$ cat src/rtl/wishbone_pkg.sv
// ============================================================================
// Module   : wishbone_pkg
// Brief    : Shared types and constants for the Wishbone bus arbitration logic.
// Revision : 1.0 - initial release
// ============================================================================
`default_nettype none

package wishbone_pkg;

    localparam int OUTSTANDING_W = 4;

    typedef enum logic [0:0] {
        ST_IDLE  = 1'b0,
        ST_GRANT = 1'b1
    } arb_state_e;

endpackage

`default_nettype wire

$ cat src/rtl/wishbone_rr_arbiter_rr_pick.sv
// ============================================================================
// Module   : rr_pick
// Brief    : Combinational rotate-priority encoder, searching upward from
//            (last_idx + 1) modulo NUM_MASTER for the first active request.
// Revision : 1.0 - initial release
// ============================================================================
`default_nettype none

module rr_pick #(
    parameter int NUM_MASTER = 2,
    parameter int IDX_W      = (NUM_MASTER > 1) ? $clog2(NUM_MASTER) : 1
) (
    input  logic [NUM_MASTER-1:0] req_i,
    input  logic [IDX_W-1:0]      last_idx_i,
    output logic [NUM_MASTER-1:0] gnt_o,
    output logic [IDX_W-1:0]      idx_o
);

    int unsigned      w_pos;
    logic [IDX_W-1:0] w_cand;
    logic             w_found;

    always_comb begin
        gnt_o   = '0;
        idx_o   = '0;
        w_found = 1'b0;
        w_pos   = 0;
        w_cand  = '0;
        // Offset NUM_MASTER wraps back to the last winner, so it loses every tie.
        for (int k = 1; k <= NUM_MASTER; k++) begin
            w_pos  = (int'(last_idx_i) + k) % NUM_MASTER;
            w_cand = IDX_W'(w_pos);
            if (!w_found && req_i[w_cand]) begin
                w_found       = 1'b1;
                gnt_o[w_cand] = 1'b1;
                idx_o         = w_cand;
            end
        end
    end

endmodule

`default_nettype wire

$ cat src/rtl/wishbone_rr_arbiter.sv
// ============================================================================
// Module   : wishbone_rr_arbiter
// Brief    : Round-robin Wishbone bus owner selection with outstanding-request
//            tracking and a per-request watchdog that forces an error.
// Revision : 1.0 - initial release
// ============================================================================
`default_nettype none

module wishbone_rr_arbiter
    import wishbone_pkg::*;
#(
    parameter int NUM_MASTER      = 2,
    parameter int MAX_OUTSTANDING = 4,
    parameter int TIMEOUT         = 255,
    parameter int IDX_W           = (NUM_MASTER > 1) ? $clog2(NUM_MASTER) : 1
) (
    input  logic                     clk_i,
    input  logic                     rst_ni,
    input  logic [NUM_MASTER-1:0]    cyc_i,
    input  logic                     stb_i,
    input  logic                     stall_i,
    input  logic                     ack_i,
    input  logic                     err_i,
    output logic [NUM_MASTER-1:0]    gnt_o,
    output logic [IDX_W-1:0]         gnt_idx_o,
    output logic                     busy_o,
    output logic                     stall_o,
    output logic                     timeout_err_o,
    output logic [OUTSTANDING_W-1:0] outstanding_o
);

    localparam int                       WDOG_W    = (TIMEOUT > 1) ? $clog2(TIMEOUT + 1) : 1;
    localparam logic [OUTSTANDING_W-1:0] C_MAX     = OUTSTANDING_W'(MAX_OUTSTANDING);
    localparam logic [WDOG_W-1:0]        C_TIMEOUT = WDOG_W'(TIMEOUT);
    localparam logic                     C_WDOG_EN = (TIMEOUT != 0);

    arb_state_e               r_state;
    logic [NUM_MASTER-1:0]    r_gnt;
    logic [IDX_W-1:0]         r_gnt_idx;
    logic [IDX_W-1:0]         r_last_idx;
    logic [OUTSTANDING_W-1:0] r_count;
    logic [WDOG_W-1:0]        r_wdog;
    logic                     r_timeout_err;

    logic [NUM_MASTER-1:0]    w_pick_gnt;
    logic [IDX_W-1:0]         w_pick_idx;
    logic                     w_granted;
    logic                     w_owner_cyc;
    logic                     w_accept;
    logic                     w_dec;
    logic                     w_real_resp;
    logic                     w_expire;
    logic                     w_wdog_clr;

    rr_pick #(
        .NUM_MASTER (NUM_MASTER),
        .IDX_W      (IDX_W)
    ) u_rr_pick (
        .req_i      (cyc_i),
        .last_idx_i (r_last_idx),
        .gnt_o      (w_pick_gnt),
        .idx_o      (w_pick_idx)
    );

    assign w_granted   = (r_state == ST_GRANT);
    assign w_owner_cyc = cyc_i[r_gnt_idx];
    assign stall_o     = !w_granted || stall_i || (r_count == C_MAX);
    assign w_accept    = w_granted && stb_i && !stall_o;
    assign w_real_resp = ack_i || err_i;
    // A response with nothing outstanding is stray and must not underflow.
    assign w_dec       = (w_real_resp || r_timeout_err) && (r_count != '0);
    assign w_wdog_clr  = w_accept || w_real_resp || r_timeout_err || (r_count == '0);
    assign w_expire    = C_WDOG_EN && !w_wdog_clr && (r_wdog == C_TIMEOUT);

    always_ff @(posedge clk_i or negedge rst_ni) begin
        if (!rst_ni) begin
            r_state       <= ST_IDLE;
            r_gnt         <= '0;
            r_gnt_idx     <= '0;
            r_last_idx    <= IDX_W'(NUM_MASTER - 1);
            r_count       <= '0;
            r_wdog        <= '0;
            r_timeout_err <= 1'b0;
        end else begin
            case (r_state)
                ST_IDLE: begin
                    r_count       <= '0;
                    r_wdog        <= '0;
                    r_timeout_err <= 1'b0;
                    if (|cyc_i) begin
                        r_state    <= ST_GRANT;
                        r_gnt      <= w_pick_gnt;
                        r_gnt_idx  <= w_pick_idx;
                        r_last_idx <= w_pick_idx;
                    end
                end
                ST_GRANT: begin
                    if (!w_owner_cyc) begin
                        // Owner abandoned its cycle: forget every pending request.
                        r_state       <= ST_IDLE;
                        r_gnt         <= '0;
                        r_count       <= '0;
                        r_wdog        <= '0;
                        r_timeout_err <= 1'b0;
                    end else begin
                        case ({w_accept, w_dec})
                            2'b10:   r_count <= r_count + 1'b1;
                            2'b01:   r_count <= r_count - 1'b1;
                            default: r_count <= r_count;
                        endcase
                        if (w_wdog_clr || w_expire || !C_WDOG_EN) begin
                            r_wdog <= '0;
                        end else begin
                            r_wdog <= r_wdog + 1'b1;
                        end
                        r_timeout_err <= w_expire;
                    end
                end
                default: begin
                    r_state <= ST_IDLE;
                    r_gnt   <= '0;
                end
            endcase
        end
    end

    assign gnt_o         = r_gnt;
    assign gnt_idx_o     = r_gnt_idx;
    assign busy_o        = w_granted;
    assign timeout_err_o = r_timeout_err;
    assign outstanding_o = r_count;

endmodule

`default_nettype wire
$ cat config.mk
export PLATFORM = sky130hd
export DESIGN_NAME = wishbone_rr_arbiter
export DESIGN_NICKNAME = d
export VERILOG_FILES = /design/src/rtl/wishbone_pkg.sv /design/src/rtl/wishbone_rr_arbiter_rr_pick.sv /design/src/rtl/wishbone_rr_arbiter.sv
export SDC_FILE = /design/constraint.sdc
export NUM_CORES = 1
export LEC_CHECK = 0
export ABC_AREA = 1
export BUFFER_PORTS_ARGS = -buffer_cell sky130_fd_sc_hd__buf_4
export CAP_MARGIN = 20
export CORE_MARGIN = 3
export CORE_UTILIZATION = 58
export CTS_CLUSTER_DIAMETER = 40
export DETAILED_ROUTE_END_ITERATION = 10
export HOLD_SLACK_MARGIN = 0.03
export PLACE_DENSITY_LB_ADDON = 0.2
export REMOVE_ABC_BUFFERS = 1
export SETUP_SLACK_MARGIN = 0.05
export SLEW_MARGIN = 25
export SYNTH_ARGS = -nofsm -noshare
export SYNTH_HDL_FRONTEND = slang
export SYNTH_HIERARCHICAL = 1
export SYNTH_SLANG_ARGS = --single-unit
$ cat constraint.sdc
create_clock -name clk_i -period 3.8 [get_ports clk_i]
set_clock_uncertainty 0.15 [all_clocks]
set_input_delay 0.19 -clock clk_i [delete_from_list [all_inputs] [get_ports clk_i]]
set_output_delay 0.19 -clock clk_i [all_outputs]
set_load 0.01 [all_outputs]
# After elaboration in Yosys (flattened, before gate mapping)
# Cells that the tools add are included.
# totals
register_bits	18
latch_bits	0
ram_bits	0
rom_bits	0
inputBits	8
n_memories	0
# op_classes
addsub	5
n_mul	0
div_mod_pow	0
n_lt_le_gt_ge	5
eq_ne	7
shift	0
muxes	29
bitwise_logic	2
reduce_logical	24
# ops
operator	count
$mux W8	2
$pmux W4 S2	2
$pmux W8 S2	1
$mux W1	14
$add A8 B1 Y8 const B	1
$eq A8 B8 Y1 const B	1
$logic_or A1 B1 Y1	8
$mux W2	4
$logic_and A1 B1 Y1	7
$lt A1 B2 Y1 const B	3
$add A4 B1 Y4 const B	1
$eq A4 B3 Y1 const B	1
$logic_not A1 Y1	4
$logic_not A4 Y1	1
$mux W4	1
$ne A2 B2 Y1 const B	2
$ne A4 B2 Y1 const B	1
$pmux W1 S2	2
$pmux W2 S2	1
$reduce_and A2 Y1	2
$reduce_bool A4 Y1	1
$sub A4 B1 Y4 const B	1
$add A1 B1 Y1 const B	2
$demux W1 S1	2
other kinds (6)	7

# Longest topological paths before layout
# logic_depth
ltp_word	14
depth_mapped	13
depth_no_buf	13

# Hierarchy
# The synthesis kept the hierarchy.
# modules_own_cells
mod	instances	cells_per_inst	area_each_um2
wishbone_rr_arbiter	1	127	1022.2
rr_pick	1	6	25.0

# Worst setup path before layout
# Ideal clock, no wire load.
# synth_path
path_kind	register to register
from	register r_count[1], in the netlist outstanding_o[1]
to	register r_count[2], in the netlist outstanding_o[2]
setup_time_ns	0.121
arrival_ns	1.804
required_time_ns	3.529
setup_slack_ns	1.726
stages_incl_launch_ff	11
period_less_slack_ns	2.074
path_cell_list	dfrtp_1 > nor2_2 > nand3_1 > nand3_2 > ha_1 > nand2_1 > and2_1 > ha_1 > a21oi_1 > xor2_1 > o21ai_1
# synth_via
elab_chain_cells	8
elab_cells_between_ends	14
classes_between	add/sub: 2; eq/ne: 4; mux: 3; reduce/logical: 5
# synth_rtl
element	line	rtl
start, declared	wishbone_rr_arbiter.sv:41	logic [OUTSTANDING_W-1:0] r_count;
start signal, assigned	wishbone_rr_arbiter.sv:107	2'b10: r_count <= r_count + 1'b1;
start signal, assigned	wishbone_rr_arbiter.sv:108	2'b01: r_count <= r_count - 1'b1;
start signal, assigned	wishbone_rr_arbiter.sv:109	default: r_count <= r_count;
$eq A4 B3 Y1	wishbone_rr_arbiter.sv:67	assign stall_o = !w_granted || stall_i || (r_count == C_MAX);
$logic_or A1 B1 Y1	wishbone_rr_arbiter.sv:67	
$logic_not A1 Y1	wishbone_rr_arbiter.sv:68	assign w_accept = w_granted && stb_i && !stall_o;
$logic_and A1 B1 Y1	wishbone_rr_arbiter.sv:68	
$eq A2 B1 Y1 / $eq A2 B2 Y1 (equally long branches)	wishbone_rr_arbiter.sv:106	case ({w_accept, w_dec})
$pmux W4 S2	wishbone_rr_arbiter.sv:106	
$mux W4	wishbone_rr_arbiter.sv:98	if (!w_owner_cyc) begin
$pmux W4 S2	wishbone_rr_arbiter.sv:85	case (r_state)
# Several ways; a longest one is shown, not always the timed one.
# A chain may end at the register's enable or synchronous reset.

# Final worst setup path
# layout_path
from	register r_state, in the netlist busy_o
to	register r_count[3], in the netlist outstanding_o[3]
# layout_via
elab_chain_cells	9
elab_cells_between_ends	13
classes_between	eq/ne: 3; mux: 3; bitwise: 1; reduce/logical: 6
# layout_rtl
element	line	rtl
start, declared	wishbone_rr_arbiter.sv:37	arb_state_e r_state;
start signal, assigned	wishbone_rr_arbiter.sv:77	r_state <= ST_IDLE;
start signal, assigned	wishbone_rr_arbiter.sv:91	r_state <= ST_GRANT;
start signal, assigned	wishbone_rr_arbiter.sv:100	r_state <= ST_IDLE;
$logic_not A1 Y1	wishbone_rr_arbiter.sv:67	
$logic_or A1 B1 Y1 (2 in series)	wishbone_rr_arbiter.sv:67	
$logic_not A1 Y1	wishbone_rr_arbiter.sv:68	
$logic_and A1 B1 Y1	wishbone_rr_arbiter.sv:68	
$eq A2 B1 Y1 / $eq A2 B2 Y1 (equally long branches)	wishbone_rr_arbiter.sv:106	
$pmux W4 S2	wishbone_rr_arbiter.sv:106	
$mux W4	wishbone_rr_arbiter.sv:98	
$pmux W4 S2	wishbone_rr_arbiter.sv:85	
# Several ways; a longest one is shown, not always the timed one.

==> impl_metrics.yaml <==
status:
  outcome: "completed"
clocking:
  cts_tree: "yes"
  clockBufferDepth: 2
  post_cts.repair.setup_buffers: 0
  postCtsHoldBufs: 2
  cts.repair.resized: 0
  path_clk_slew_ps: 100
  cts_sinks: 18
  clk-insertion-delay-late_ps: 290
  cts_buffers: 3
  htreeDepth: 1
  clockRootBuffer: "clkbuf_4"
yosys:
  synth_top_area_share: 0.406
  netlist_instances: 133
  syn_area_sq_um: 1050
  synth_area_leaders: "dfrtp_1, nand2_1, inv_1"
  yosysSeqAreaShare: 0.431
  ys_ff_latch: 18
  syn_avg_cell_area_sq_um: 7.87
  synth_top_area_cell: "dfrtp_1"
  synth_cell_types: 21
  yosysWarnings: 6
drt:
  vias_per_cell: 4.90
  drt_iter0_markers: 11
  drt_first_pass_iters: 4
  route.detailed.drc: 0
  wl_mm: 2.04
  wl_per_cell_microns: 11.3
  antenna_left: 0
  vias: 882
die:
  core_sq_um: 1590
  die_x_microns: 48.5
  row_count: 14
  die_h_microns: 48.5
  dieArea_sq_um: 2350
  num_io_pins: 18
  start_util: 0.657
sta:
  max_slew_margin: 0.811
  finalSetupTns_ps: 0
  rsz0062_at_grt: "false"
  setup_ws_ps: 1570
  drv_slew: 0
  hold_violations: 0
  setup_viol: 0
  worstMarginPinSlew_ps: 283
  finalCritPeriodShare: 0.587
  clock.fmax_ghz: 0.449
  hold_slack_ps: 67.9
  min_period_ps: 2230
power_and_ir_drop:
  swShare: 0.412
  power.switching_mw: 0.305
  p_int_mw: 0.435
  power_frac_comb: 0.467
  peakVddDrop_v: 0.000451
  seq_power_share: 0.375
  leakagePower_nw: 0.642
  clockPowerShare: 0.158
  p_per_area_nw_per_um2: 587
cells_and_area:
  postLayoutCellArea_sq_um: 1260
  syn2layout_area_growth_pct: 20.4
  layout-drive-gt1-share: 0.212
  diodes: 0
  final_nets: 170
  layout_common_cells: "nand2_1, inv_1, dfrtp_1, buf_4, nor2_1"
  seq_area_sq_um: 452
  fillers: 123
  final_common_cell: "nand2_1"
  fin_util: 0.791
  multiInputGateArea_sq_um: 520
setup_path:
  max_stage_delay_ps: 430
  regToRegSetupSlack_ps: 1570
  startpoint: "busy_o"
  startpoint_type: "flip-flop"
  path_cells: "inv_1, nor2_1, nand3_2, ha_1, ha_1, inv_1, o21bai_1, inv_1, nand2_1, nand2_1, nand3_1, nand2_1"
  reg2reg_to: "outstanding_o[3]"
  required_ps: 3840
  critPathCaptureType: "flip-flop"
  r2r_cells: 12
  crit_end: "outstanding_o[3]"
  reg2reg_from: "busy_o"
  critPathArrivalTime_ps: 2270
  crit_fanout: 5
  crit_type: "flip-flop to flip-flop"
  crit_slowest_cell: "dfrtp_1"
place:
  io_buffer_count: 17
  place_hpwl_mm: 1.53
  place_ws_ps: 1610
  dpl_cell_area_sq_um: 1200
  place.gp.congestion: 0.889
global_route:
  grt_pass1_vias: 865
  grt_pass1_wl_mm: 3.65
  antenna_found_initial: 0
  grtUsageTotal: 0.197
  overflow: 0
  grt_max_degree: 19
min_path:
  min_path_type: "primary input to flip-flop"
flow_run:
  max_cap_viol_count: 0
cell usage after synthesis, drive strengths merged:
cell / n
dfrtp: 17
inv: 20
o21bai: 1
nand2: 39
dfstp: 1
xnor2: 2
nand3: 11
and2: 1
xor2: 5
a21oi: 4
o21ai: 5
ha: 5
nor2: 20
nand4: 2
registers in the layout (all words and copies together) (netlist names):
register       cells
busy_o             1
r_wdog             8
timeout_err_o      1
gnt_idx_o          1
outstanding_o      4
gnt_o              2
r_last_idx         1
cell families after synthesis:
family	share of synthesized area
compound gates	0.0538
fa+ha+maj	0.0597
simple gates	0.325
xor+xnor	0.0585
flops	0.431
buf+inv	0.0717
worst max-delay path, delay by kind of cell (launching register included):
| family | cells | cell delay, ps |
|---|---|---|
| fa+ha+maj | 2 | 630 |
| simple gates | 6 | 580 |
| compound gates | 1 | 150 |
| buf+inv | 3 | 210 |
| flops | 1 | 430 |
stage by stage:
step                power, mW  cells
detailed placement      0.625    174
global placement        0.608    174
floorplan               0.506    133
global route            0.810    180
finish                  0.741    180
CTS                     0.749    180
layout make-up:
cell class                      instances  area share
Multi-Input combinational cell         95       0.413
Sequential cell                        18       0.358
Timing Repair Buffer                   19       0.117
Inverter                               20      0.0595
Clock buffer                            4      0.0288
Tap cell                               24      0.0238
metal layers:
layer / share of wire / global-route usage
met3: 0.038 / 0.0368
met4: 0.015 / 0.0758
met1: 0.44 / 0.229
met2: 0.50 / 0.358
met5: 0 / 0
worst min path at each step:
stage / depth (start not counted) / start / slack (ps) / to
3_5_place_dp: 1 / rst_ni / -80 / gnt_idx_o
5_1_grt: 4 / cyc_i[0] / 90 / r_last_idx
6_report: 4 / cyc_i[0] / 70 / r_last_idx
2_1_floorplan: 0 / rst_ni / -260 / busy_o
3_3_place_gp: 1 / rst_ni / -80 / gnt_idx_o
4_1_cts: 4 / cyc_i[0] / 30 / r_last_idx
power groups by stage:
stage          combinational, mW  clock [mW]  sequential [mW]
6_report                   0.346       0.117            0.278
5_1_grt                    0.392       0.132            0.287
4_1_cts                    0.349       0.123            0.277
3_5_place_dp               0.345           0            0.280
3_3_place_gp               0.330           0            0.278
2_1_floorplan              0.218           0            0.288
Note: power is estimated with default switching activity, not from simulation.
